**src/rtl/fm_ch_seq.sv**
```systemverilog
// Per-sample channel scheduler: walks the attr RAM once per sample strobe, snapshots each
// channel with key-on/off edge detection and hands it to the operator pipeline via valid/ready.
module fm_ch_seq #(
  parameter int unsigned NUM_CH = 18,
  parameter int unsigned CH_W   = 5
) (
  input  logic            clk,
  input  logic            reset_n,
  input  logic            sample_stb,
  output logic [CH_W-1:0] ch_sel,
  input  logic            ch_kon,
  input  logic            ch_cnt,
  input  logic [2:0]      ch_fb,
  input  logic [2:0]      ch_block,
  input  logic [9:0]      ch_fnum,
  output logic            op_valid,
  input  logic            op_ready,
  output logic [CH_W-1:0] op_ch,
  output logic            op_kon,
  output logic            op_kon_edge,
  output logic            op_koff_edge,
  output logic            op_cnt,
  output logic [2:0]      op_fb,
  output logic [2:0]      op_block,
  output logic [9:0]      op_fnum,
  output logic            busy,
  output logic            frame_done,
  output logic            overrun,
  input  logic            overrun_clr
);

  typedef enum logic [1:0] {StIdle, StFetch, StIssue} state_e;

  localparam logic [CH_W-1:0] LastCh = CH_W'(NUM_CH - 1);

  state_e            r_state, w_state_d;
  logic [CH_W-1:0]   r_ch_sel;
  logic [NUM_CH-1:0] r_kon_prev;
  logic [CH_W-1:0]   r_op_ch;
  logic              r_op_kon, r_op_kon_edge, r_op_koff_edge, r_op_cnt;
  logic [2:0]        r_op_fb, r_op_block;
  logic [9:0]        r_op_fnum;
  logic              r_frame_done, r_overrun;
  logic              w_hs, w_last, w_busy, w_prev;

  assign w_busy = (r_state != StIdle);
  assign w_hs   = (r_state == StIssue) & op_ready;
  assign w_last = (r_ch_sel == LastCh);
  assign w_prev = r_kon_prev[r_ch_sel];

  always_comb begin
    w_state_d = r_state;
    unique case (r_state)
      StIdle:  if (sample_stb) w_state_d = StFetch;
      StFetch: w_state_d = StIssue;
      StIssue: if (op_ready) w_state_d = w_last ? StIdle : StFetch;
      default: w_state_d = StIdle;
    endcase
  end

  always_ff @(posedge clk or negedge reset_n) begin
    if (!reset_n) begin
      r_state        <= StIdle;
      r_ch_sel       <= '0;
      r_kon_prev     <= '0;
      r_op_ch        <= '0;
      r_op_kon       <= 1'b0;
      r_op_kon_edge  <= 1'b0;
      r_op_koff_edge <= 1'b0;
      r_op_cnt       <= 1'b0;
      r_op_fb        <= '0;
      r_op_block     <= '0;
      r_op_fnum      <= '0;
      r_frame_done   <= 1'b0;
      r_overrun      <= 1'b0;
    end else begin
      r_state      <= w_state_d;
      r_frame_done <= w_hs & w_last;
      // A strobe during a frame is dropped; setting beats a same-cycle clear.
      if (sample_stb && w_busy) begin
        r_overrun <= 1'b1;
      end else if (overrun_clr) begin
        r_overrun <= 1'b0;
      end
      if (r_state == StFetch) begin
        r_op_ch                <= r_ch_sel;
        r_op_kon               <= ch_kon;
        r_op_kon_edge          <= ch_kon & ~w_prev;
        r_op_koff_edge         <= ~ch_kon & w_prev;
        r_op_cnt               <= ch_cnt;
        r_op_fb                <= ch_fb;
        r_op_block             <= ch_block;
        r_op_fnum              <= ch_fnum;
        r_kon_prev[r_ch_sel]   <= ch_kon;
      end
      if (w_hs) begin
        r_ch_sel <= w_last ? '0 : r_ch_sel + 1'b1;
      end
    end
  end

  assign ch_sel       = r_ch_sel;
  assign op_valid     = (r_state == StIssue);
  assign busy         = w_busy;
  assign op_ch        = r_op_ch;
  assign op_kon       = r_op_kon;
  assign op_kon_edge  = r_op_kon_edge;
  assign op_koff_edge = r_op_koff_edge;
  assign op_cnt       = r_op_cnt;
  assign op_fb        = r_op_fb;
  assign op_block     = r_op_block;
  assign op_fnum      = r_op_fnum;
  assign frame_done   = r_frame_done;
  assign overrun      = r_overrun;

endmodule

```
**config.mk**
```make
export PLATFORM = sky130hd
export DESIGN_NAME = fm_ch_seq
export DESIGN_NICKNAME = d
export VERILOG_FILES = /design/src/rtl/fm_ch_seq.sv
export SDC_FILE = /design/constraint.sdc
export NUM_CORES = 1
export LEC_CHECK = 0
export ABC_AREA = 1
export CORE_UTILIZATION = 55
export CTS_BUF_LIST = sky130_fd_sc_hd__clkbuf_4 sky130_fd_sc_hd__clkbuf_8
export CTS_CLUSTER_SIZE = 24
export DETAILED_ROUTE_END_ITERATION = 8
export PLACE_DENSITY_LB_ADDON = 0.12
export RECOVER_POWER = 50
export SETUP_SLACK_MARGIN = 0.1
export SLEW_MARGIN = 25
export SYNTH_ARGS = -nofsm -noshare
export SYNTH_HDL_FRONTEND = slang
export SYNTH_SLANG_ARGS = --single-unit
```
**constraint.sdc**
```tcl
create_clock -name clk -period 3.7 [get_ports clk]
set_input_delay 0.925 -clock clk [delete_from_list [all_inputs] [get_ports clk]]
set_output_delay 0.925 -clock clk [all_outputs]
set_load 0.005 [all_outputs]
```
==> metrics.md, run 1 <==
| Metric | Value |
|---|---|
| Routed Antenna Nets | 0 |
| CTS tree | done |
| Antenna Diode Count | 0 |
| DR vias/cell | 5.18 |
| Data arrival, critical path | 1.56 ns |
| Setup crit end kind | primary output |
| Die Ht | 67.7 µm |
| Rows | 23 |
| RSZ-0062 raised after global routing | false |
| Vias in the first global route | 1869 |
| CP max FO | 15 |
| Tcrit/Tclk final | 67.2% |
| Slew @ Worst Pin | 1.65 ns |
| Ports | 57 |
| Failing checks | capacitance limit, slew limit |
| Ys Warns | 0 |
| WL per Instance | 12.7 µm |
| R2R setup slack | 1.48 ns |
| Max-slew violation count | 32 |
| Sequence of cells on the critical path | clkdlybuf4s50_1 |
| Cell at the slowest stage of the critical path | dfrtp_1 |
| Fmax | 402 MHz |
| Synth unique cells | 21 |
| Total Routing Usage GR | 24.7% |
| Initial antenna violation count | 0 |
| EDFF count, synth | 0 |
| CP startpoint kind | flop |
| Clock Pin Slew Worst Setup and Hold Paths | 0.09 ns |
| Worst clock skew | 0.0114 ns |
| Setup violations, final | 0 |
| Power per standard cell area | 810 nW/µm² |
| Reg-to-Reg End | r_kon_prev[8] |
| Total Wirelength | 4.91 mm |
| Die X | 67.7 µm |
| LEAKAGE | 1.49 nW |
| Synth Net Count | 308 |
| Syn Inst Count | 281 |
| Fin crit period | 2.49 ns |
| Post-DP HPWL | 3.36 mm |
| Mapped Area | 2380 µm² |
| Peak VDD IR | 0.467 mV |
| Max incr delay on CP | 0.67 ns |
| Post-synthesis register bit count | 52 |
| Routability-driven placement congestion ratio | 0.799 |
| Hold_buf cts | 0 |
| Cell count along the critical path | 1 |
| Final hold violations | 0 |
| Total power | 2.47 mW |
| Synth top area cells | dfrtp_1 55%, nand2_1 16%, a31oi_1 4.5%, inv_1 4.1%, a21oi_1 4.0% |
| Most common flop cell mapped by yosys | dfrtp_1 |
| Post-synth top area share | 54.8% |
| Relative slew margins | -9.83% |
| Setup TNS | 0 ns |
| Worst Reg-to-Reg Cells | 6 |
| CTS H-tree lvls | 2 |
| Largest area contributor in the netlist | dfrtp_1 |
| Synth-to-Final Area Change | 28.1% |
| Layout cell share with drive strength beyond 1 | 5.93% |
| WP data required | 2.77 ns |
| I/O Buffers | 56 |
| Clk Tree Root Cell | clkbuf_8 |
| DR iter-0 viols | 141 |
| Placed Area | 2960 µm² |
| Largest net degree at the start of global routing | 32 |
| Async SR Flop Fraction | 100% |
| Sequential area share after synthesis | 54.8% |
| Most common cell in the synthesized netlist | nand2_1 |
| Worst hold path type | reg -> reg |
| Post-CTS Setup Inserts | 0 |
| Worst Setup SP | ch_sel[0] |
| Clk_lat worst skew | 0.31 ns |
| Cell family with most CP delay | flip-flops |
| Post_cts resized | 0 |
| Synth top cells by count | 100 x nand2_1, 52 x dfrtp_1, 26 x inv_1 |
| Clock sinks | 52 |
| GRT overflow | 0 |
| First-pass GRT wire length | 8.33 mm |
| Hold_ws | 0.487 ns |
| R2R Path Start | r_state[1] |
| First drt pass iteration count | 4 |
| CORE AREA | 4090 µm² |
| Die ar. | 4590 µm² |
| DR DRC count | 0 |
| Final Cell Area | 3040 µm² |
| Post-synthesis area per instance | 8.46 µm² |
| Critical path class | reg -> out |
| CTS Buf Count | 5 |
| Worst Setup EP | ch_sel[0] |
| Status | complete, but fails checks |
| Worst path bufs/invs | 1 |
| Max Buffers Root-to-Sink | 2 |
| Starting density of the core | 58.1% |
| Nets@finish | 363 |
| Vias | 2003 |
| Max cap viols | 1 |
## worst min path at each step
| stage | depth (start not counted) | slack (ns) | end | from |
|---|---|---|---|---|
| finish | 2 | 0.49 | op_fnum[6] | op_fnum[6] |
| global route | 2 | 0.51 | op_fb[0] | op_fb[0] |
| CTS | 2 | 0.49 | op_fnum[6] | op_fnum[6] |
| detailed placement | 2 | 0.46 | op_fnum[6] | op_fnum[6] |
| global placement | 2 | 0.46 | op_block[0] | op_block[0] |
| floorplan | 2 | 0.47 | op_block[0] | op_block[0] |
## per-stage QoR
| stage | utilization [%] | setup WS [ns] | instances |
|---|---|---|---|
| 2_1_floorplan | - | 2.15 | 281 |
| 4_1_cts | 74.7 | 1.23 | 387 |
| 3_5_place_dp | 72.4 | 1.34 | 379 |
| 3_3_place_gp | 72.4 | 1.36 | 379 |
| 5_1_grt | 74.5 | 1.14 | 387 |
| 6_report | 74.5 | 1.21 | 387 |
## sequential cells by signal, indices dropped and copies added (netlist names), 2 cells and up
name        flops
op_block        3
ch_sel          5
op_ch           5
op_fb           3
op_fnum        10
r_state         2
r_kon_prev     18
## cells in the final DEF, fill, tap and decap left out, types with 6 or more instances in the layout
master	count
nand2_1	100
clkdlybuf4s50_1	53
dfrtp_1	52
inv_1	27
a21oi_1	19
a31oi_1	17
o21ai_0	12
nand3_1	11
nor2_1	10
clkbuf_8	6
## metal layers
layer,GRT usage (%),part of all wire (%),up-vias
li1,-,-,1005
met1,32.3,45,919
met2,39.1,47,68
met3,5.57,6.4,11
met4,10.9,1.9,0
met5,0,0,-
## power breakdown
group / internal (mW) / total, mW / switching [mW]
Sequential: 0.810 / 1.01 / 0.203
Combinational: 0.542 / 1.12 / 0.578
Clock: 0.150 / 0.332 / 0.182
Total: 1.50 / 2.47 / 0.964
## final cells by class
cell class,count,area (µm²)
Sequential cell,52,1300
Fill cell,333,1040
Multi-Input combinational cell,187,901
Timing Repair Buffer,58,566
Inverter,32,120
Clock buffer,6,82.6
Tap cell,50,62.6
Clock inverter,2,10.0
## cell families (layout without fill, tap and decap cells)
group | after synthesis | after routing | share of synthesized area, %
xor gates and xnor gates | 1 | 1 | 0.369
buffers and inverters | 42 | 98 | 7.11
AOI/OAI and AO/OA | 49 | 49 | 11.3
adders and majority gates | 4 | 4 | 2.11
DFF | 52 | 52 | 54.8
and+or+nand+nor | 133 | 133 | 24.3
Power figures use the tool's default switching activity.
==> run 2: changes to the inputs <==
- CORE_UTILIZATION: 55 -> 46
- clock period: 3.7 -> 2.05 ns (I/O delays scaled with it)
==> run 2 against run 1 <==
The flow now finishes without violations. Utilization decreased by 10 points. Sequential cell count stayed put. Largest cell class unchanged. Sequential power grew 76%. Clock skew decreased by 0.0072 ns. Cell count is 6.2% higher. Largest power group unchanged. Clock power increased by 85%.
==> metrics.md, run 2 (synthesized netlist as in run 1, its figures left out) <==
| Metric | Value |
|---|---|
| Clock sinks | 52 (unchanged) |
| Die Ht | 73.9 µm (was 67.7 µm) |
| Setup violations, final | 0 (unchanged) |
| Starting density of the core | 49.0% (was 58.1%) |
| First-pass GRT wire length | 8.78 mm (was 8.33 mm) |
| Nets@finish | 370 (was 363) |
| Final Cell Area | 3120 µm² (was 3040 µm²) |
| WP data required | 1.54 ns (was 2.77 ns) |
| Slew @ Worst Pin | 1.24 ns (was 1.65 ns) |
| Cell family with most CP delay | buffers and inverters (was flip-flops) |
| Total Routing Usage GR | 21.4% (was 24.7%) |
| Post-CTS Setup Inserts | 0 (unchanged) |
| Ports | 57 (unchanged) |
| Final hold violations | 0 (unchanged) |
| Status | finished clean (was complete, but fails checks) |
| Total Wirelength | 5.01 mm (was 4.91 mm) |
| Synth-to-Final Area Change | 31.2% (was 28.1%) |
| WL per Instance | 12.2 µm (was 12.7 µm) |
| Clk Tree Root Cell | clkbuf_8 (unchanged) |
| GRT overflow | 0 (unchanged) |
| R2R Path Start | ch_sel[0] (was r_state[1]) |
| Commonest non-fill, non-tap cell in the layout | nand2_1 (unchanged) |
| Vias in the first global route | 1900 (was 1869) |
| Antenna Diode Count | 0 (unchanged) |
| Hold Path Cell Cnt | 2 (unchanged) |
| Peak VDD IR | 0.642 mV (was 0.467 mV) |
| Fmax | 544 MHz |
| Worst clock skew | 0.00412 ns (was 0.0114 ns) |
| Cell at the slowest stage of the critical path | clkdlybuf4s50_1 (was dfrtp_1) |
| Die ar. | 5460 µm² (was 4590 µm²) |
| CTS Buf Count | 5 (unchanged) |
| Finished Core Util | 64.3% (was 74.5%) |
| Max Buffers Root-to-Sink | 2 (unchanged) |
| Largest Register | r_kon_prev (unchanged) |
| R2R setup slack | 0.32 ns (was 1.48 ns) |
| First drt pass iteration count | 4 (unchanged) |
| Clock Pin Slew Worst Setup and Hold Paths | 0.09 ns (about the same) |
| Comb power frac | 47.1% (was 45.4%) |
| Reg-to-Reg End | r_kon_prev[12] (was r_kon_prev[8]) |
| Hold Crit Start | op_fnum[1] (was op_fnum[6]) |
| Vias | 2014 (was 2003) |
| Post-route insts no fill | 411 (was 387) |
| Clock network power share | 13.6% (was 13.5%) |
| Layout cell share with drive strength beyond 1 | 8.14% (was 5.93%) |
| Hold_buf cts | 0 (unchanged) |
| Initial antenna violation count | 0 (unchanged) |
| Critical path class | reg -> out (unchanged) |
| Worst hold path type | reg -> reg (unchanged) |
| LEAKAGE | 1.53 nW (was 1.49 nW) |
| Worst path bufs/invs | 1 (unchanged) |
| Max-slew violation count | 0 (was 32) |
| Flop pwr share | 39.3% (was 41.1%) |
| Die X | 73.9 µm (was 67.7 µm) |
| Worst Hold End | op_fnum[1] (was op_fnum[6]) |
| Routability-driven placement congestion ratio | 0.768 (was 0.799) |
| Placed Area | 3030 µm² (was 2960 µm²) |
| Largest net degree at the start of global routing | 53 (was 32) |
| CP max FO | 6 (was 15) |
| Clk_lat worst skew | 0.30 ns (was 0.31 ns) |
| Max incr delay on CP | 0.55 ns (was 0.67 ns) |
| Placed insts | 403 (was 379) |
| Sw Ratio | 38.1% (was 39.1%) |
| Data arrival, critical path | 1.33 ns (was 1.56 ns) |
| Power Internal | 2.81 mW (was 1.50 mW) |
| Routed Antenna Nets | 0 (unchanged) |
| Setup crit end kind | primary output (unchanged) |
| DR iter-0 viols | 153 (was 141) |
| Setup TNS | 0 ns (unchanged) |
| Max reg flops | 18 (unchanged) |
| Commonest non-fill, non-tap cells in the layout | 100 x nand2_1, 52 x clkdlybuf4s50_1, 49 x dfrtp_1, 27 x inv_1, 19 x a21oi_1 (was 100 x nand2_1, 53 x clkdlybuf4s50_1, 52 x dfrtp_1, 27 x inv_1, 19 x a21oi_1) |
| DR vias/cell | 4.90 (was 5.18) |
| Tcrit/Tclk final | 89.7% |
| Hold_ws | 0.481 ns (was 0.487 ns) |
| DR DRC count | 0 (unchanged) |
| CTS tree | done (unchanged) |
| Fin crit period | 1.84 ns |
| RSZ-0062 raised after global routing | false (unchanged) |
| Fin worst setup slack | 0.211 ns (was 1.21 ns) |
| CP startpoint kind | flop (unchanged) |
| Max cap viols | 0 (was 1) |
| Relative slew margins | 17.1% (was -9.83%) |
| Post-DP HPWL | 3.51 mm (was 3.36 mm) |
| Psw | 1.73 mW (was 964 µW) |
| CTS H-tree lvls | 2 (unchanged) |
| I/O Buffers | 56 (unchanged) |
| Power per standard cell area | 1450 nW/µm² (was 810 nW/µm²) |
| Worst Reg-to-Reg Cells | 6 (unchanged) |
| Rows | 25 (was 23) |
| CORE AREA | 4850 µm² (was 4090 µm²) |
| Total power | 4.53 mW (was 2.47 mW) |
| Sequence of cells on the critical path | clkdlybuf4s50_1 (unchanged) |
| Post-Place Worst Slack | 0.334 ns (was 1.34 ns) |
-- run 2: what timing repair did --
item,in CTS,in global routing
gates resized for setup,2,3
pin swaps,0,1
gates cloned,0,0
setup endpoints to repair,2,4
-- run 2: tightest hold or removal path: cells and delay by family (launching register included) --
kind | cells | cell delay [ns]
flops | 1 | 0.35
simple gates | 2 | 0.10
-- run 2: worst max-delay path by stage --
stage | start | endpoint | slack (ns) | cells after the start
3_5_place_dp | ch_sel[0] | r_kon_prev[16] | 0.33 | 6
2_1_floorplan | ch_sel[0] | r_kon_prev[0] | 0.62 | 7
6_report | ch_sel[2] | ch_sel[2] | 0.21 | 1
5_1_grt | ch_sel[0] | r_kon_prev[6] | 0.14 | 6
3_3_place_gp | op_ready | ch_sel[3] | 0.36 | 5
4_1_cts | ch_sel[3] | ch_sel[3] | 0.12 | 1
-- run 2: power groups by stage --
| stage | sequential (mW) | clock [mW] | combinational, mW |
|---|---|---|---|
| 2_1_floorplan | 1.75 | 0 | 1.20 |
| 3_5_place_dp | 1.79 | 0 | 2.20 |
| 4_1_cts | 1.79 | 0.635 | 2.21 |
| 6_report | 1.78 | 0.615 | 2.13 |
| 3_3_place_gp | 1.79 | 0 | 2.15 |
| 5_1_grt | 1.85 | 0.689 | 2.45 |
-- run 2: layout make-up --
| cell class | instances | area (µm²) |
|---|---|---|
| Clock buffer | 8 | 97.6 |
| Fill cell | 429 | 1730 |
| Inverter | 32 | 120 |
| Multi-Input combinational cell | 187 | 896 |
| Sequential cell | 52 | 1310 |
| Tap cell | 67 | 83.8 |
| Timing Repair Buffer | 65 | 616 |
-- run 2: per-layer routing --
layer	up-vias	GRT usage (%)	routed length (µm)
li1	1018	-	-
met2	48	34.8	2380
met5	-	0	0
met1	940	27.8	2330
met3	8	5.35	241
met4	0	7.48	66
